`src/rtl/flex_pts_pkg.sv`:
```
// Shared types and helpers for the handshaked flexible parallel-to-serial shifter.
// Latency: n/a (types and constant functions only).
// Backpressure: n/a.
package flex_pts_pkg;

  typedef enum logic {
    PTS_IDLE  = 1'b0,
    PTS_SHIFT = 1'b1
  } pts_state_t;

  // Bit-counter width for a word of n bits; never narrower than one bit.
  function automatic int pts_cnt_width(input int n);
    return (n < 2) ? 1 : $clog2(n);
  endfunction

endpackage

```
`src/rtl/pts_hold_reg.sv`:
```
// One-entry holding register (word + direction) with a full flag.
// Latency: written data is readable the cycle after wr.
// Backpressure: owner must only write when !full and only read when full.
//
// Ports:
//   clk, n_rst   clock, asynchronous active-low reset
//   clear        synchronous flush, empties the register
//   wr, wr_dat   write strobe and data
//   rd           read strobe (empties the register)
//   full         register holds a word
//   rd_dat       held data
module pts_hold_reg #(
  parameter int W = 9
) (
  input  logic         clk,
  input  logic         n_rst,
  input  logic         clear,
  input  logic         wr,
  input  logic [W-1:0] wr_dat,
  input  logic         rd,
  output logic         full,
  output logic [W-1:0] rd_dat
);

  always_ff @(posedge clk or negedge n_rst) begin
    if (!n_rst) begin
      full   <= 1'b0;
      rd_dat <= '0;
    end else if (clear) begin
      full   <= 1'b0;
      rd_dat <= '0;
    end else if (wr) begin
      full   <= 1'b1;
      rd_dat <= wr_dat;
    end else if (rd) begin
      full   <= 1'b0;
    end
  end

endmodule

```
`src/rtl/flex_pts_sr_hs.sv`:
```
// Handshaked parallel-to-serial shifter with a one-word skid register.
// Latency: first bit on serial_out the cycle after the handshake; one bit per shift_enable.
// Backpressure: data_ready = !hold_full (registered); a word in flight plus one held word.
//
// Ports:
//   clk, n_rst            clock, asynchronous active-low reset
//   clear                 synchronous flush of all state (drops held word, no word_done)
//   shift_enable          bit strobe
//   data_in, msb_first    word and its direction, taken on data_valid & data_ready
//   data_valid/ready      input handshake
//   serial_out            current bit, IDLE_BIT when idle
//   busy                  a word is being serialised
//   word_done             one-cycle pulse after the last bit of a word shifts out
module flex_pts_sr_hs
  import flex_pts_pkg::*;
#(
  parameter int   NUM_BITS = 8,
  parameter logic IDLE_BIT = 1'b1,
  parameter int   CNT_W    = pts_cnt_width(NUM_BITS)
) (
  input  logic                clk,
  input  logic                n_rst,
  input  logic                clear,
  input  logic                shift_enable,
  input  logic [NUM_BITS-1:0] data_in,
  input  logic                msb_first,
  input  logic                data_valid,
  output logic                data_ready,
  output logic                serial_out,
  output logic                busy,
  output logic                word_done
);

  localparam logic [CNT_W-1:0] CNT_MAX = CNT_W'(NUM_BITS - 1);
  localparam logic [CNT_W-1:0] CNT_ONE = CNT_W'(1);

  pts_state_t          state;
  logic [NUM_BITS-1:0] sr;
  logic [CNT_W-1:0]    cnt;
  logic                cur_msb;

  logic                hs;
  logic                last_bit;
  logic                hold_full;
  logic                hold_wr;
  logic                hold_rd;
  logic [NUM_BITS:0]   hold_dat;

  assign data_ready = !hold_full;
  assign hs         = data_valid & data_ready;
  assign last_bit   = (state == PTS_SHIFT) & shift_enable & (cnt == '0);

  // Words only go to the holding register while another word is shifting;
  // in IDLE the shift register is loaded directly.
  assign hold_wr = hs & !clear & (state == PTS_SHIFT);
  // Drain the holding register either at the last bit (gapless) or from IDLE
  // when a word was captured on the very edge the previous word finished.
  assign hold_rd = !clear & hold_full & ((state == PTS_IDLE) | last_bit);

  pts_hold_reg #(
    .W (NUM_BITS + 1)
  ) u_hold (
    .clk    (clk),
    .n_rst  (n_rst),
    .clear  (clear),
    .wr     (hold_wr),
    .wr_dat ({msb_first, data_in}),
    .rd     (hold_rd),
    .full   (hold_full),
    .rd_dat (hold_dat)
  );

  assign busy       = (state == PTS_SHIFT);
  assign serial_out = (state == PTS_SHIFT) ? (cur_msb ? sr[NUM_BITS-1] : sr[0]) : IDLE_BIT;

  always_ff @(posedge clk or negedge n_rst) begin
    if (!n_rst) begin
      state     <= PTS_IDLE;
      sr        <= {NUM_BITS{IDLE_BIT}};
      cnt       <= '0;
      cur_msb   <= 1'b0;
      word_done <= 1'b0;
    end else if (clear) begin
      state     <= PTS_IDLE;
      sr        <= {NUM_BITS{IDLE_BIT}};
      cnt       <= '0;
      cur_msb   <= 1'b0;
      word_done <= 1'b0;
    end else begin
      word_done <= 1'b0;
      case (state)
        PTS_IDLE: begin
          if (hold_full) begin
            sr      <= hold_dat[NUM_BITS-1:0];
            cur_msb <= hold_dat[NUM_BITS];
            cnt     <= CNT_MAX;
            state   <= PTS_SHIFT;
          end else if (hs) begin
            sr      <= data_in;
            cur_msb <= msb_first;
            cnt     <= CNT_MAX;
            state   <= PTS_SHIFT;
          end
        end
        PTS_SHIFT: begin
          if (shift_enable) begin
            if (cnt != '0) begin
              // Move the next bit toward the output end, back-filling idle.
              sr  <= cur_msb ? {sr[NUM_BITS-2:0], IDLE_BIT} : {IDLE_BIT, sr[NUM_BITS-1:1]};
              cnt <= cnt - CNT_ONE;
            end else begin
              word_done <= 1'b1;
              if (hold_full) begin
                sr      <= hold_dat[NUM_BITS-1:0];
                cur_msb <= hold_dat[NUM_BITS];
                cnt     <= CNT_MAX;
              end else begin
                sr    <= {NUM_BITS{IDLE_BIT}};
                state <= PTS_IDLE;
              end
            end
          end
        end
        default: state <= PTS_IDLE;
      endcase
    end
  end

endmodule

```
`config.mk`:
```
export PLATFORM = sky130hd
export DESIGN_NAME = flex_pts_sr_hs
export DESIGN_NICKNAME = d
export VERILOG_FILES = /design/src/rtl/flex_pts_pkg.sv /design/src/rtl/pts_hold_reg.sv /design/src/rtl/flex_pts_sr_hs.sv
export SDC_FILE = /design/constraint.sdc
export NUM_CORES = 1
export LEC_CHECK = 0
export BUFFER_PORTS_ARGS = -buffer_cell sky130_fd_sc_hd__buf_2
export CAP_MARGIN = 20
export CORE_UTILIZATION = 45
export DETAILED_ROUTE_END_ITERATION = 10
export SLEW_MARGIN = 5
export SYNTH_ARGS = -nofsm -noshare
export SYNTH_HDL_FRONTEND = slang
export SYNTH_SLANG_ARGS = --single-unit
```
`constraint.sdc`:
```
create_clock -name clk -period 2.15 [get_ports clk]
set_input_delay 0 -clock clk [delete_from_list [all_inputs] [get_ports clk]]
set_output_delay 0 -clock clk [all_outputs]
set_load 0.01 [all_outputs]
```
==> flow_metrics.py <==
metrics = {
    "worst_setup_path": {
        "worst-path-buf-inv": 1,
        "path_cells": "inv_1 -> ha_1 -> nand2b_1 -> nand3_1 -> o22ai_1 -> a221oi_1",
        "r2r_slack_ps": 430,
        "crit_slowest_cell": "dfrtp_1",
        "arrival_ps": 1950,
        "crit_fanout": 13,
        "max_stage_delay_ps": 420,
        "startpoint_type": "flip-flop",
        "crit_path_end_kind": "flip-flop",
        "r2r_cells": 6,
        "required_ps": 2380,
        "r2r-start": "cnt[0]",
        "critPathKind": "reg2reg",
        "crit_family": "simple AND/OR/NAND/NOR gates",
        "r2r_end": "sr[7]",
        "startpoint": "cnt[0]",
    },
    "clock_network": {
        "cts_setup_buffers": 0,
        "cts_max_path_buffers": 2,
        "clkTransAtPathRegs_ps": 130,
        "cts_tree": "yes",
        "htree_levels": 1,
        "numCtsBuffers": 3,
        "cts-root-buf": "clkbuf_4",
        "clock-sinks": 24,
        "clock_latency_ps": 330,
    },
    "final_layout": {
        "fillers": 250,
        "drive_gt1_frac": 0.2176,
        "layout_common_cells": "buf_2 (17), dfrtp_1 (16), o22ai_1 (14), nand2_1 (12), dlygate4sd3_1 (12)",
        "final_area_sq_um": 1635,
        "multi_input_area_sq_um": 675.6,
        "nNetsFinal": 187,
        "area_growth_syn_to_layout_pct": 18.17,
        "final_common_cell": "buf_2",
        "seq_area_sq_um": 610.6,
        "n_antenna_cell": 0,
    },
    "global_route": {
        "grt_pass1_wl_mm": 5.947,
        "grt.total_usage": 0.2325,
        "gr-usage-met1": 0.3218,
        "grt_pass1_vias": 1258,
        "use_met3": 0.02041,
        "top_usage_layer": "met2",
        "antenna_found_initial": 0,
        "grt-ovfl-total": 0,
        "grt_max_degree": 25,
        "met2_usage": 0.3904,
    },
    "floorplan": {
        "die_x_um": 57.46,
        "coreArea_sq_um": 2829,
        "die_y_um": 57.46,
        "ioPinCount": 18,
        "die_area_sq_um": 3301,
        "start_util": 0.4892,
        "num_rows": 19,
    },
    "drt": {
        "viasPerCell": 6.025,
        "drcViolationCount": 1,
        "drt-initial-drc-count": 67,
        "finalWirelength_mm": 3.346,
        "wl_per_cell_um": 16.65,
        "drtAntennaViolNets": 0,
        "first_pass_iters": 7,
        "dr_total_vias": 1211,
    },
    "power_and_ir_drop": {
        "leakage_nw": 0.6636,
        "p_per_area_nw_per_um2": 668.9,
        "vdd_drop_max_mv": 0.3153,
    },
    "placed_design": {
        "place_congestion": 0.8591,
        "post-place-ws_ps": 489.2,
        "portBuffers": 17,
        "hpwlAfterDp_mm": 2.234,
        "placed_cell_area_sq_um": 1463,
    },
    "sta": {
        "setup_viol": 0,
        "max-slew-margin-rel": 0.6359,
        "fmax_ghz": 0.5825,
        "hold_ws_ps": 53.49,
        "fin_setup_tns_ps": 0,
        "worstMarginPinSlew_ps": 546.2,
        "period_needed_ps": 1717,
        "rsz0062_at_grt": "false",
        "period_share": 0.7985,
        "timing.final.ws_setup_ps": 433.1,
        "drv_slew": 0,
        "finalHoldViolations": 0,
        "finClkSkew_ps": 11.64,
    },
    "yosys": {
        "synthCells": 146,
        "synth.distinct_cells": 36,
        "synth_seq_cells": 24,
        "ys_seq_area_frac": 0.4412,
        "avgSynthCellArea_sq_um": 9.478,
        "synth_nets": 162,
        "yosysWarnings": 0,
        "synth_area_sq_um": 1384,
    },
    "min_path": {
        "hold_class": "in2reg",
        "hold_depth": 2,
        "hold_end": "cur_msb",
        "hold_path.startpoint": "clear",
    },
    "status": {
        "status": "finished with violations",
        "violations": "DRC",
    },
    "job": {
        "cap_violations": 0,
    },
}
## worst max path at each step
stage             end  slack [ps]  cells after the start
2_1_floorplan  cnt[0]         670                      5
3_3_place_gp    sr[7]         590                      6
3_5_place_dp    sr[7]         490                      6
4_1_cts         sr[7]         430                      6
5_1_grt         sr[7]         310                      6
6_report        sr[7]         430                      6
## worst register-to-register path, cell delays in order, from the launching register on
cell and delay [ps]:
dfrtp_1 420, inv_1 90, ha_1 210, nand2b_1 290, nand3_1 200, o22ai_1 100, a221oi_1 330
## layer usage
| layer | vias up | wire (um) | part of all wire |
|---|---|---|---|
| met5 | - | 0 | 0 |
| met4 | 0 | 27 | 0.0081 |
| met3 | 4 | 176 | 0.053 |
| met2 | 40 | 1530 | 0.46 |
| met1 | 585 | 1612 | 0.48 |
| li1 | 582 | - | - |
## power breakdown
part           switching (mW)  internal (mW)  leakage (nW)
Combinational           0.126         0.0984         0.337
Sequential             0.0344          0.498         0.299
Clock                   0.148          0.189        0.0279
## through the flow
stage	instances	power [mW]	util
after floorplan	146	0.6823	-
after global placement	185	0.7379	0.5170
after detailed placement	185	0.7465	0.5170
after CTS	201	1.103	0.5781
after global routing	201	1.148	0.5781
final	201	1.094	0.5781
## state kept, by name, indices dropped and copies added (netlist names)
register / count
u_hold.rd_dat: 9
sr: 8
cnt: 3
busy: 1
cur_msb: 1
u_hold.full: 1
word_done: 1
## repair_timing
item | CTS | global route
gates resized for setup | 0 | 0
hold buffers | 12 | 0
hold endpoints to repair | 34 | 0
## area by class of cell
type | count | share of cell area
Timing Repair Buffer | 30 | 0.1301
Sequential cell | 24 | 0.3734
Clock buffer | 3 | 0.01377
Tap cell | 31 | 0.02372
Multi-Input combinational cell | 100 | 0.4132
Clock inverter | 1 | 0.01836
Inverter | 12 | 0.02754
## Yosys cell counts
library cell	number	area [sq um]
or2b_1	1	7.510
a31oi_1	2	12.51
nand3_1	2	10.01
nor3_1	2	10.01
a32oi_1	6	52.55
dfstp_2	8	210.2
a21oi_1	7	35.03
inv_1	11	41.29
nand2_1	12	45.04
and2b_2	1	8.760
buf_6	1	11.26
inv_2	1	3.750
o31ai_1	7	52.55
buf_1	1	3.750
buf_2	6	30.03
dfrtp_1	16	400.4
a211oi_1	2	15.01
mux2_2	1	11.26
a41oi_1	2	17.52
or3_4	1	11.26
nor2_4	1	11.26
clkbuf_1	2	7.510
o22ai_1	14	87.58
nand2b_1	8	50.05
o221a_1	1	11.26
o2bb2ai_1	1	8.760
o21ai_0	5	25.02
mux2i_1	8	80.08
and3b_2	1	10.01
ha_1	2	25.02
o21a_1	3	22.52
nor2_1	6	22.52
nand3b_2	1	11.26
a221oi_1	1	8.760
a21o_1	1	7.510
o21ai_1	1	5.000
## logic make-up (layout without fill, tap and decap cells)
group                      count (synthesis)  after routing  share of synthesized area
buffers and inverters                     22             46                    0.07052
adders and majority gates                  2              2                    0.01808
DFF                                       24             24                     0.4412
and+or+nand+nor                           36             36                     0.1429
muxes                                      9              9                    0.06601
AOI/OAI and AO/OA                         53             53                     0.2613
(Power assumes the default switching activity.)
